## src/rtl/fifo_rr_read_sched_pkg.sv

```systemverilog
// fifo_rr_read_sched_pkg: shared state encoding, default burst length and last-word compare
package fifo_rr_read_sched_pkg;
  localparam logic [0:0] ST_IDLE = 1'b0;
  localparam logic [0:0] ST_BURST = 1'b1;
  localparam int DEF_MAXBURST = 8;
  // a count of 0 on a non-empty source means a wrapped full FIFO, so only 1 ends a burst by count
  function automatic logic last_word(input logic [31:0] cnt, input logic [31:0] burst_cnt, input int maxburst);
    return (burst_cnt == 32'(maxburst - 1)) || (cnt == 32'd1);
  endfunction
endpackage

```

## src/rtl/fifo_rr_read_sched_rr_pick.sv

```systemverilog
// fifo_rr_read_sched_rr_pick: combinational round-robin picker searching upward from last grant + 1
module fifo_rr_read_sched_rr_pick #(
  parameter int NSRC = 4,
  parameter int SW = 2
) (
  input  logic [NSRC-1:0] i_req,
  input  logic [SW-1:0]   i_last,
  output logic [SW-1:0]   o_grant,
  output logic            o_any
);
  logic [SW-1:0] w_idx;
  always_comb begin
    o_grant = '0;
    w_idx = '0;
    for (int k = NSRC; k >= 1; k--) begin
      w_idx = SW'((32'(i_last) + 32'(k)) % 32'(NSRC));
      o_grant = i_req[w_idx] ? w_idx : o_grant;
    end
  end
  assign o_any = |i_req;
endmodule

```

## src/rtl/fifo_rr_read_sched.sv

```systemverilog
// fifo_rr_read_sched: round-robin burst reader sharing one valid/ready link between NSRC FIFOs
module fifo_rr_read_sched
  import fifo_rr_read_sched_pkg::*;
#(
  parameter int NSRC = 4,
  parameter int DW = 16,
  parameter int CW = 4,
  parameter int MAXBURST = DEF_MAXBURST,
  parameter int SW = $clog2(NSRC)
) (
  input  logic               clk,
  input  logic               rst_n,
  input  logic               i_enable,
  input  logic [NSRC-1:0]    i_src_empty,
  input  logic [NSRC*CW-1:0] i_src_word_count,
  input  logic [NSRC*DW-1:0] i_src_data,
  output logic [NSRC-1:0]    o_rden,
  output logic               o_out_valid,
  input  logic               i_out_ready,
  output logic [DW-1:0]      o_out_data,
  output logic [SW-1:0]      o_out_src,
  output logic               o_out_last,
  output logic               o_busy,
  output logic               o_err_underrun
);
  logic [0:0]    r_state;
  logic [SW-1:0] r_grant;
  logic [SW-1:0] r_last_grant;
  logic [CW-1:0] r_burst_cnt;
  logic          r_err;
  logic          r_out_valid;
  logic [DW-1:0] r_out_data;
  logic [SW-1:0] r_out_src;
  logic          r_out_last;
  logic [SW-1:0] w_pick;
  logic          w_any;
  logic          w_empty_g;
  logic [CW-1:0] w_cnt_g;
  logic [DW-1:0] w_data_g;
  logic          w_load;
  logic          w_last;

  fifo_rr_read_sched_rr_pick #(.NSRC(NSRC), .SW(SW)) u_rr_pick (
    .i_req  (~i_src_empty),
    .i_last (r_last_grant),
    .o_grant(w_pick),
    .o_any  (w_any)
  );

  assign w_empty_g = i_src_empty[r_grant];
  assign w_cnt_g = i_src_word_count[r_grant*CW +: CW];
  assign w_data_g = i_src_data[r_grant*DW +: DW];
  assign w_load = (r_state == ST_BURST) && !w_empty_g && (!r_out_valid || i_out_ready);
  assign w_last = last_word(32'(w_cnt_g), 32'(r_burst_cnt), MAXBURST);
  // rden is the FIFO's read-advance strobe for the head word sampled on this edge
  assign o_rden = w_load ? NSRC'(1'b1) << r_grant : '0;

  always_ff @(posedge clk or negedge rst_n) begin
    if (!rst_n) begin
      r_state <= ST_IDLE;
      r_grant <= '0;
      r_last_grant <= SW'(NSRC - 1);
      r_burst_cnt <= '0;
      r_err <= 1'b0;
    end else if (r_state == ST_IDLE) begin
      if (i_enable && w_any) begin
        r_state <= ST_BURST;
        r_grant <= w_pick;
        r_last_grant <= w_pick;
        r_burst_cnt <= '0;
      end
    end else if (w_empty_g) begin
      r_err <= 1'b1;
      r_state <= ST_IDLE;
    end else if (w_load) begin
      r_burst_cnt <= r_burst_cnt + CW'(1);
      if (w_last) r_state <= ST_IDLE;
    end
  end

  always_ff @(posedge clk or negedge rst_n) begin
    if (!rst_n) begin
      r_out_valid <= 1'b0;
      r_out_data <= '0;
      r_out_src <= '0;
      r_out_last <= 1'b0;
    end else if (w_load) begin
      r_out_valid <= 1'b1;
      r_out_data <= w_data_g;
      r_out_src <= r_grant;
      r_out_last <= w_last;
    end else if (r_out_valid && i_out_ready) begin
      r_out_valid <= 1'b0;
    end
  end

  assign o_out_valid = r_out_valid;
  assign o_out_data = r_out_data;
  assign o_out_src = r_out_src;
  assign o_out_last = r_out_last;
  assign o_busy = (r_state != ST_IDLE);
  assign o_err_underrun = r_err;
endmodule

```

## config.mk

```make
export PLATFORM = sky130hd
export DESIGN_NAME = fifo_rr_read_sched
export DESIGN_NICKNAME = d
export VERILOG_FILES = /design/src/rtl/fifo_rr_read_sched_pkg.sv /design/src/rtl/fifo_rr_read_sched_rr_pick.sv /design/src/rtl/fifo_rr_read_sched.sv
export SDC_FILE = /design/constraint.sdc
export NUM_CORES = 1
export LEC_CHECK = 0
export BUFFER_PORTS_ARGS = -buffer_cell sky130_fd_sc_hd__buf_2
export CORE_MARGIN = 2
export CORE_UTILIZATION = 40
export CTS_BUF_LIST = sky130_fd_sc_hd__clkbuf_2 sky130_fd_sc_hd__clkbuf_4 sky130_fd_sc_hd__clkbuf_8
export DETAILED_ROUTE_END_ITERATION = 10
export PLACE_DENSITY_LB_ADDON = 0.08
export REMOVE_ABC_BUFFERS = 1
export SLEW_MARGIN = 10
export SYNTH_ARGS = -nofsm -noshare
export SYNTH_HDL_FRONTEND = slang
export SYNTH_SLANG_ARGS = --single-unit
export TNS_END_PERCENT = 20
```

## constraint.sdc

```tcl
create_clock -name clk -period 1.7 [get_ports clk]
set_input_delay 0.17 -clock clk [delete_from_list [all_inputs] [get_ports clk]]
set_output_delay 0.17 -clock clk [all_outputs]
set_load 0.02 [all_outputs]
```

==> out/results.txt <==
CTS Root Cell -> clkbuf_8
Overflow after GRT -> 0
largest net degree at the start of global routing -> 31
hpwl dp -> 3.590 mm
die span in y -> 71.49 µm
DR iter-0 viols -> 61
commonest non-fill, non-tap cells in the layout -> buf_2, nand2_1, dfrtp_1
total core area -> 4384 µm²
Slew @ Worst Pin -> 0.6665 ns
maxcap violations -> 0
synth top area cells -> dfrtp_1, mux4_2, nand2_1
CP arrival -> 1.84 ns
clk_lat worst skew -> 0.27 ns
initial antenna violation count -> 0
routability congestion estimate -> 0.8051
worst hold path stage count -> 4
Finished Cell Area -> 2670 µm²
H-tree level count -> 2
status -> finished, violations left
final slew viol count -> 0
fin worst setup slack -> -0.3128 ns
critical path type -> reg -> out
I/O Pins -> 114
most common cell after layout, fill and taps aside -> buf_2
Final Skew -> 0.003988 ns
cells along the critical path -> mux4_2 > nor3b_4 > buf_6 > and3_1 > buf_6
max_slew headroom -> 55.57%
biggest area consumer among synthesized cells -> dfrtp_1
Peak supply drop -> 841.2 µV
Syn Inst Count -> 174
iteration count of the initial detailed-routing pass -> 4
slowest stage cell, crit path -> mux4_2
Synth Register Bits -> 30
synth warn -> 0
crit share post-route -> 118.4%
vias in the first global route -> 1720
vias post-DR -> 1782
wire length per cell -> 12.82 µm
fmax -> 496.8 MHz
Post-synth EDFFs -> 0
Clock transition at path regs -> 0.06 ns
Critical Path RT -> 1.53 ns
All-Layer GR Usage -> 18.65%
dominant synthesized flop cell -> dfrtp_1
RSZ-0062 raised after global routing -> yes
Multi-input gate area -> 1006 µm²
Synth-to-Final Area Change -> 46.57%
CTS tree -> yes
Inserted Clock Buffers -> 5
Worst Reg-to-Reg Cells -> 6
Worst path max stage delay -> 0.56 ns
Critical Path End Type -> output pin
register area -> 753.2 µm²
first-pass GRT wire length -> 7.610 mm
pwr/cell area -> 1582 nW/µm²
Bufs on Longest Clock Path -> 2
instance count on the critical path -> 5
nets -> 392
drt total wl -> 4.564 mm
Antenna Cells -> 0
CP startpoint kind -> register
share of layout cells above drive strength 1 -> 53.62%
Cell variety after synth -> 36
Max FO, Critical Path -> 4
crit-path most repeated cell -> buf_6
PortBufs -> 113
Fill cells -> 401
Synth top area share -> 38.46%
clk sinks -> 30
Pwr Total -> 4223 µW
sequential-to-total area share from yosys stat -> 41.35%
Syn Std Cell Area -> 1822 µm²
Final Hold Fails -> 0
final setup fails -> 5
Initial Util -> 41.55%
Mapped Avg Cell Area -> 10.47 µm²
worst path bufs/invs -> 2
Die X -> 71.49 µm
Static Leak -> 0.001437 µW
Detail Route Antenna Nets -> 0
Crit path max-delay family -> multiplexers
die area -> 5110 µm²
Async SR Flop Fraction -> 100.0%
Hold Path Class -> in -> reg
failing checks -> setup timing
DRC violations left -> 0
num rows -> 24
dpl cell area -> 2530 µm²
DR vias/cell -> 5.006
final worst hold slack -> 0.3057 ns
Min Clock Period, post-route -> 2.013 ns
-- power by group --
| part | internal (µW) | switching (µW) | total [µW] |
|---|---|---|---|
| clock network | 338 | 240 | 577 |
| registers | 1040 | 185 | 1230 |
| logic | 1130 | 1290 | 2420 |
-- cells by family after synthesis --
family | count (synthesis) | share of synthesized area [%]
muxes | 22 | 23.83
adders and majority gates | 1 | 0.6867
DFF | 30 | 41.35
AOI/OAI and AO/OA | 16 | 6.319
buffers and inverters | 13 | 3.571
and+or+nand+nor | 92 | 24.24
-- synthesized netlist by cell type, types with 2 or more instances --
library cell,count
dfrtp_1,28
dfstp_2,2
nand2b_1,3
nor2_1,5
nor2b_1,2
nand2_1,61
clkbuf_1,4
nand3b_1,3
nor4b_1,3
mux2i_1,4
o21ai_0,4
inv_1,2
mux4_2,17
nand3_1,5
nor3_1,3
nand4_1,2
a21o_1,4
buf_2,4
-- what timing repair did --
action                                  CTS  global route
pin swaps                                 1             0
endpoints found under the hold margin    28             0
hold buffers                              1             0
buffers inserted                          1             0
endpoints found under the setup margin    4            19
resized for setup                         8             2
-- worst reg2reg max path: cells and delay by family, from the launching register on --
| kind | cells | cell delay [ns] |
|---|---|---|
| buffers and inverters | 2 | 0.24 |
| multiplexers | 2 | 0.70 |
| flip-flops | 1 | 0.36 |
| AND/OR/NAND/NOR | 2 | 0.32 |
-- metrics by stage --
step                TNS (ns)  std cells  util [%]  worst slack (ns)
finish                -1.122        356     60.90           -0.3128
global route          -2.012        356     60.90           -0.3978
global placement     -0.1404        346     57.71          -0.07138
floorplan             -21.49        163         -            -1.101
detailed placement   -0.1442        346     57.71          -0.08124
CTS                   -1.201        356     60.73           -0.3239
-- flip-flops by register name, indices dropped and copies added (netlist names) --
register / flops
r_grant: 2
r_burst_cnt: 4
o_err_underrun: 1
r_last_grant: 2
o_out_valid: 1
o_out_src: 2
o_out_data: 16
o_out_last: 1
o_busy: 1
-- path summary, 6_finish.rpt --
path,start,endpoint,slack (ns)
worst max-delay path,r_grant[0],o_rden[3],-0.31
worst min-delay path,i_src_data[61],o_out_data[13],0.31
worst max register to register,r_grant[0],r_burst_cnt[3],-0.03
worst min register to register,o_err_underrun,o_err_underrun,0.46
max in group asynchronous,rst_n,r_grant[0],0.80
min in group asynchronous,rst_n,o_out_data[13],0.46
-- final cells by class --
type	count	area share, %
Timing Repair Buffer	133	27.98
Sequential cell	30	28.21
Tap cell	52	2.437
Multi-Input combinational cell	131	37.68
Clock buffer	8	3.421
Inverter	2	0.2812
-- layer usage --
layer	share of wire (%)	track usage, %	routed length [µm]	vias to the layer above
met5	0	0	0	-
li1	-	-	-	880
met4	1.2	4.822	57	0
met2	47	31.69	2153	72
met3	8.3	4.360	381	7
met1	43	24.14	1971	823
Power figures use the tool's default switching activity.
